File: config.mk
export PLATFORM = sky130hd
export DESIGN_NAME = vsdserializer_v1
export DESIGN_NICKNAME = d
export VERILOG_FILES = /design/src/rtl/vsdserializer_pkg.sv /design/src/rtl/vsdserializer_bitcnt.sv /design/src/rtl/vsdserializer_v1.sv
export SDC_FILE = /design/constraint.sdc
export NUM_CORES = 1
export LEC_CHECK = 0
export ABC_AREA = 1
export CELL_PAD_IN_SITES_DETAIL_PLACEMENT = 1
export CELL_PAD_IN_SITES_GLOBAL_PLACEMENT = 2
export CORE_UTILIZATION = 26
export DETAILED_ROUTE_END_ITERATION = 8
export PLACE_DENSITY = 0.84
export SYNTH_ARGS = -nofsm -noshare
export SYNTH_HDL_FRONTEND = slang
export SYNTH_HIERARCHICAL = 1
export SYNTH_SLANG_ARGS = --single-unit
File: constraint.sdc
create_clock -name clk -period 1.45 [get_ports clk]
set_clock_uncertainty 0.05 [all_clocks]
set_input_delay 0.29 -clock clk [delete_from_list [all_inputs] [get_ports clk]]
set_output_delay 0.29 -clock clk [all_outputs]
set_load 0.05 [all_outputs]
File: src/rtl/vsdserializer_pkg.sv
// Shared constants and helpers for the vsdserializer parallel-to-serial block.
package vsdserializer_pkg;

    localparam int DEFAULT_WIDTH = 10;

    // The counter must hold every value from 0 up to the full word length.
    function automatic int cnt_width(input int width);
        return $clog2(width + 1);
    endfunction

endpackage

File: src/rtl/vsdserializer_bitcnt.sv
// Loadable down-counter that tracks the unsent bits of the current word.
// It also decodes busy and last from the count.
module vsdserializer_bitcnt
    import vsdserializer_pkg::*;
#(
    parameter int WIDTH = DEFAULT_WIDTH
) (
    input  logic clk,
    input  logic rst_n,
    input  logic load,
    output logic busy,
    output logic last
);

    localparam int CW = cnt_width(WIDTH);
    localparam logic [CW-1:0] FULL = CW'(WIDTH);
    localparam logic [CW-1:0] ONE  = CW'(1);

    logic [CW-1:0] cnt;

    // The count saturates at zero, so an idle serializer stays idle.
    always_ff @(posedge clk) begin
        if (!rst_n) begin
            cnt <= '0;
        end else if (load) begin
            cnt <= FULL;
        end else if (cnt != '0) begin
            cnt <= cnt - ONE;
        end
    end

    assign busy = (cnt != '0);
    assign last = (cnt == ONE);

endmodule

File: src/rtl/vsdserializer_v1.sv
// Parallel-to-serial converter. OUTPUT is taken straight from the end of the
// shift register, so the first bit appears in the cycle right after the load.
module vsdserializer_v1
    import vsdserializer_pkg::*;
#(
    parameter int WIDTH     = DEFAULT_WIDTH,
    parameter bit MSB_FIRST = 1'b1
) (
    input  logic             clk,
    input  logic             load,
    input  logic [WIDTH-1:0] INPUT,
    output logic             OUTPUT,
    input  logic             rst_n,
    output logic             busy,
    output logic             last
);

    logic [WIDTH-1:0] sreg;

    // A load always wins over shifting, which makes a reload abort the word.
    always_ff @(posedge clk) begin
        if (!rst_n) begin
            sreg <= '0;
        end else if (load) begin
            sreg <= INPUT;
        end else if (MSB_FIRST) begin
            sreg <= {sreg[WIDTH-2:0], 1'b0};
        end else begin
            sreg <= {1'b0, sreg[WIDTH-1:1]};
        end
    end

    assign OUTPUT = MSB_FIRST ? sreg[WIDTH-1] : sreg[0];

    vsdserializer_bitcnt #(
        .WIDTH(WIDTH)
    ) u_bitcnt (
        .clk  (clk),
        .rst_n(rst_n),
        .load (load),
        .busy (busy),
        .last (last)
    );

endmodule

**Word level (Yosys, flattened, before mapping)**

Index checks and enable logic that the tools add are counted.

- $add $sub $neg: 1
- Equal/unequal tests: 1
- Multiplexer cells: 3
- Bitwise operators: 1
- Reduce and logical (&&, ||, !) cells: 4

Operators with widths:

| operator | number |
|---|---|
| 2-to-1 mux 10 bit | 1 |
| 2-to-1 mux 4 bit | 2 |
| equality test 4 x 1 -> 1 bit, second input constant | 1 |
| nonzero test 4 bit | 1 |
| subtractor 4 x 1 -> 4 bit, second input constant | 1 |
| AND reduction 2 bit | 1 |
| nonzero test 2 bit | 1 |
| OR reduction 2 bit | 1 |
| inverter 1 bit | 1 |

- Register bits after elaboration: 14
- Input bits: 13
- Output and inout bits: 3
- Logic and storage cells: 14

**Depth between registers and ports, before layout**

Gate-level depths: netlist of the first run.

- Word-level depth: 3
- Depth in mapped cells: 4
- Gate-level depth less buffers: 4

**Modules after synthesis**

The synthesis of the first run kept the hierarchy.

Modules (own cells, without submodules):

| module | instances | cells an instance | area an instance (um^2) |
|---|---|---|---|
| vsdserializer_v1 | 1 | 59 | 411.6 |
| vsdserializer_bitcnt | 1 | 22 | 166.4 |

**Worst setup path before layout of the first run**

No wires, ideal clock.

- Path type: reg2out
- Start point: register u_bitcnt.cnt[2]
- End point: output port last
- Data arrival time: 1,658 ps
- Data required time: 1,110 ps
- Setup slack: -548 ps
- Cell stages (with the launch flop): 4
- Buffers on the path: 0
- Cell sequence: dfxtp_1 -> nor2_1 -> inv_1 -> nor3b_1

- Cells in the longest elaborated chain, start to end: 1

RTL lines:

| what | RTL line | RTL |
|---|---|---|
| start, declared | vsdserializer_bitcnt.sv:19 | `logic [CW-1:0] cnt;` |
| start signal, assigned | vsdserializer_bitcnt.sv:28 | `cnt <= cnt - ONE;` |
| equality test 4 x 1 -> 1 bit | vsdserializer_bitcnt.sv:33 | `assign last = (cnt == ONE);` |
| end, declared | vsdserializer_v1.sv:15 | `output logic last` |

Every way passes these cells.

**Worst setup path in the final report of the first run**

Ends and elaborated chain as after synthesis.

==> out/metrics.yaml, run 1 <==
cp_max_fo: 2
numClockSinks: 14
clk_latency_ns: 0.27
routed_wl_mm: 1.237
grt-ovfl-total: 0
synthXorXnorAreaFrac: 0.01515
rows: 16
synth_top_area_frac: 0.4848
synth-simple-area-share: 0.3268
num_io_pins: 16
design_area_sq_um: 859.6
synthMuxAreaShare: 0
fin_crit_sh: 1.034
worstPathArrival_ns: 1.16
antennaDiodeCount: 0
fill_cells: 257
drive_gt1_frac: 0.1800
synthCells: 81
routabilityCongestion: 0.6612
grt_use_met2: 0.2055
setup-tns-final_ns: -0.04937
status: "complete, but fails checks"
failed_checks: "setup timing"
setup_ws_ns: -0.04937
path_clk_slew_ns: 0.08
wl_per_cell_microns: 9.740
leakage_nw: 0.4245
drc_errors: 0
tightest_slew_ns: 0.2478
antenna_found_initial: 0
dp_hpwl_microns: 880.6
busiest_layer: "met2"
drv_slew: 0
layout.nets: 114
crit_path_end_kind: "output port"
syn_avg_cell_area_sq_um: 7.136
netlist-cell-type-count: 14
vdd_ir_drop_max_mv: 0.3385
cts-hold-fix-buffers: 0
final-hold-violation-count: 0
slew_headroom: 0.8346
htree_levels: 1
numCtsBuffers: 3
netlist_area_sq_um: 578.1
preCtsSetupSlack_ns: 0.1190
grt_pass1_vias: 515
cts_root_buffer: "clkbuf_4"
place_area_sq_um: 794.5
setup_violations: 1
r2r_cells: 4
yosysWarnings: 6
grt_pass1_wl_mm: 2.180
drt-initial-drc-count: 3
required_ns: 1.11
startpoint_type: "register"
path_class: "register to output port"
cts_tree: "built"
synth_seq_cells: 14
drv_cap: 0
synth_nets: 94
ys_seq_area_frac: 0.4848
area_growth_pct: 48.70
die_y_microns: 49.15
io_buffers: 15
use_met1: 0.1333
yosys-top-cells-area: "dfxtp_1, nand2_1, nor2_1"
synth_area_leader_cell: "dfxtp_1"
max-clock-path-buffers: 2
drt-vias-per-instance: 4.134
postRouteAntennaNets: 0
met3_usage: 0.02181
synth_top_family_by_area: "simple AND/OR/NAND/NOR gates"
die_w_microns: 49.15
dr.pass1.iters: 2
synth_fa_ha_area_frac: 0
period_needed_ns: 1.499
r2r_slack_ns: 0.47
num_vias: 525
grt_max_degree: 21
die_area_sq_um: 2416
grt_util_all_layers: 0.1190
synth_compound_area_frac: 0.02597
p_total_w: 0.0008955
rsz0062_at_grt: "yes"
holdPathStages: 2
fmax_mhz: 666.9
coreArea_sq_um: 2022
hold_class: "register to register"
power_density_nw_per_um2: 1042
start_util: 0.2859
==> layout by cell type (no fill, tap or decap), drive strengths merged <==
master          n
a21oi           3
and3            1
buf             6
clkbuf          4
clkdlybuf4s50  12
dfxtp          14
inv            13
nand2          22
nand3           1
nor2           22
nor3b           1
xor2            1
==> cells by family (layout without fill, tap and decap cells) <==
group / after synthesis / after routing
AOI/OAI and AO/OA: 3 / 3
DFF: 14 / 14
buffers and inverters: 16 / 35
and+or+nand+nor: 47 / 47
xor gates and xnor gates: 1 / 1
==> layout make-up <==
| class | count | area (sq um) | area share |
|---|---|---|---|
| repair buffers | 18 | 215.2 | 0.2504 |
| flip-flops and latches | 14 | 284.0 | 0.3304 |
| clock buffers | 4 | 36.28 | 0.04221 |
| well taps | 27 | 33.78 | 0.03930 |
| multi-input cells | 51 | 241.5 | 0.2809 |
| inverters | 13 | 48.80 | 0.05677 |
==> flip-flops by register name, summed over array words and instances (netlist names) <==
register      count
sreg             10
u_bitcnt/cnt      4
==> Yosys cell counts <==
cell / instances
dfxtp_1: 14
nand3_1: 1
buf_6: 1
nand2_1: 21
inv_1: 13
and3_1: 1
nor3b_1: 1
nor2_2: 1
clkbuf_2: 1
xor2_1: 1
nand2_2: 1
a21oi_1: 3
buf_12: 1
nor2_1: 21
==> worst paths after layout <==
check                  startpoint              end
hold reg to reg           sreg[8]          sreg[9]
setup reg to reg  u_bitcnt/cnt[1]  u_bitcnt/cnt[0]
hold / removal            sreg[8]          sreg[9]
setup / recovery  u_bitcnt/cnt[2]             last
==> power by group <==
group	total, W	internal [W]	switching [W]
logic	0.000195	0.0000999	0.0000950
registers	0.000430	0.000412	0.0000180
clock network	0.000270	0.000152	0.000118
total	0.000895	0.000664	0.000231
==> routing by layer <==
layer / vias to the layer above / part of all wire
met3: 2 / 0.026
met4: 0 / 0.022
met2: 9 / 0.54
met5: - / 0
met1: 241 / 0.41
li1: 273 / -
==> per-stage QoR <==
step / hold slack, ns / std cells / util
3_5_place_dp: 0.3914 / 122 / 0.3929
4_1_cts: 0.4131 / 127 / 0.4165
3_3_place_gp: 0.3814 / 122 / 0.3929
5_1_grt: 0.4363 / 127 / 0.4251
2_1_floorplan: 0.3716 / 81 / -
6_report: 0.4088 / 127 / 0.4251
==> critical path: stages (launching register included) <==
cell     delay, ns
dfxtp_2       0.34
nor2_4        0.11
inv_2         0.05
nor3b_4       0.22
buf_12        0.17
==> timing repair <==
action,CTS,global route
gates cloned,0,0
pin swaps,2,2
setup buffers,1,0
endpoints found under the setup margin,2,2
gates resized for setup,3,5
Power figures use the tool's default switching activity.
==> run 2: changes to the inputs <==
Settings changed: CORE_MARGIN from default to 5, CTS_CLUSTER_DIAMETER from default to 50.
==> out/metrics.yaml, run 2 (synthesis results as in run 1) <==
status: "complete, but fails checks"
failed_checks: "setup timing"
layout.nets: 114
drv_cap: 0
startpoint_type: "register"
die_area_sq_um: 3266
hold_class: "register to register"
worst-path-buf-inv: 2
crit_path_end_kind: "output port"
preCtsSetupSlack_ns: 0.1007
largest_reg_flops: 10
cts_root_buffer: "clkbuf_4"
power_switching_w: 0.0002381
path_class: "register to output port"
tightest_slew_ns: 0.1930
htree_levels: 1
drt-vias-per-instance: 4.039
routabilityCongestion: 0.6338
routed_wl_mm: 1.259
r2r_slack_ns: 0.53
critPathCapture: "last"
power_density_nw_per_um2: 1050
mostFrequentLayoutCells: "nand2_1, nor2_1, inv_1, clkdlybuf4s50_1, dfxtp_1"
start_util: 0.2664
p_int_w: 0.0006622
setup-tns-final_ns: -0.07305
drv_slew: 0
setup_violations: 1
fmax_mhz: 656.6
r2r_cells: 4
num_io_pins: 16
slew_headroom: 0.8712
final_common_cell: "nand2_1"
required_ns: 1.11
min_from: "sreg[2]"
swShare: 0.2644
grt_pass1_vias: 507
drc_errors: 0
cp_slowest_cell: "dfxtp_2"
grt-ovfl-total: 0
top_register: "sreg"
rows: 17
final_core_util: 0.3950
num_vias: 517
dr.pass1.iters: 3
clk_latency_ns: 0.28
antenna_found_initial: 0
postRouteAntennaNets: 0
leakage_nw: 0.4216
cp_cell_sequence: "nor2_4 -> inv_2 -> nor3b_4 -> buf_12"
period_needed_ns: 1.523
drive_gt1_frac: 0.1900
die_y_microns: 57.15
critPathTopFamily: "flip-flops"
r2r_start: "u_bitcnt/cnt[1]"
setup.worst_path.start: "u_bitcnt/cnt[2]"
final-hold-violation-count: 0
cts_setup_buffers: 0
setup_ws_ns: -0.07305
dp_hpwl_microns: 991.3
pwr-share-comb: 0.209
cp_max_fo: 2
grt_pass1_wl_mm: 2.228
power_frac_seq: 0.477
die_w_microns: 57.15
wl_per_cell_microns: 9.836
coreArea_sq_um: 2170
grt_util_all_layers: 0.08766
vdd_ir_drop_max_mv: 0.5147
fin_crit_sh: 1.050
clkPwrFrac: 0.314
drt-initial-drc-count: 9
worstPathArrival_ns: 1.18
cts-hold-fix-buffers: 0
rsz0062_at_grt: "yes"
max-clock-path-buffers: 2
cpPeakStageDelay_ns: 0.34
top_regs: "sreg x10, u_bitcnt/cnt x4"
rr_endpoint: "u_bitcnt/cnt[2]"
crit_cells: 4
numClockSinks: 14
grt_max_degree: 20
antennaDiodeCount: 0
numCtsBuffers: 3
cts_tree: "built"
area_growth_pct: 48.27
io_buffers: 15
path_clk_slew_ns: 0.08
-- run 2: worst register-to-register path: cells and delay by family (launching register included) --
kind,cells,cell delay (ns)
simple gates,4,0.40
flops,1,0.36
-- run 2: how the worst min path moves through the flow --
| stage | endpoint | slack, ns | depth (start not counted) |
|---|---|---|---|
| after floorplan | u_bitcnt/cnt[1] | 0.37 | 2 |
| after global placement | sreg[6] | 0.38 | 2 |
| after detailed placement | sreg[3] | 0.39 | 2 |
| after CTS | sreg[3] | 0.42 | 2 |
| after global routing | sreg[5] | 0.43 | 2 |
| final | sreg[3] | 0.41 | 2 |
-- run 2: power groups by stage --
stage	logic [W]	registers, W	clock network [W]
floorplan	0.0000981	0.000436	0
global placement	0.000182	0.000433	0
detailed placement	0.000187	0.000434	0
CTS	0.000192	0.000427	0.000293
global route	0.000208	0.000432	0.000319
finish	0.000188	0.000430	0.000282
-- run 2: layout make-up --
type                    count  area [sq um]
repair buffers             18         215.2
well taps                  28         35.03
clock buffers               4         36.28
multi-input cells          51         236.5
flip-flops and latches     14         285.3
fillers                   278          1313
inverters                  13         48.80
-- run 2: per-layer routing --
metal	track usage	share of wire	wire, microns
met4	0.04967	0.017	22
met1	0.1087	0.45	567
met2	0.1256	0.46	573
met3	0.03846	0.076	96
met5	0	0	0
-- run 2: repair_timing --
item / CTS / global route
endpoints found under the setup margin: 2 / 2
gates resized for setup: 4 / 4
pin swaps: 2 / 3
-- run 2: metrics by stage --
stage	power (W)	cells	area [sq um]	hold WS [ns]
global placement	0.0006155	124	803.3	0.3838
global route	0.0009593	128	857.1	0.4262
floorplan	0.0005342	81	589.3	0.3716
finish	0.0009003	128	857.1	0.4086
detailed placement	0.0006215	124	803.3	0.3931
CTS	0.0009122	128	848.3	0.4155
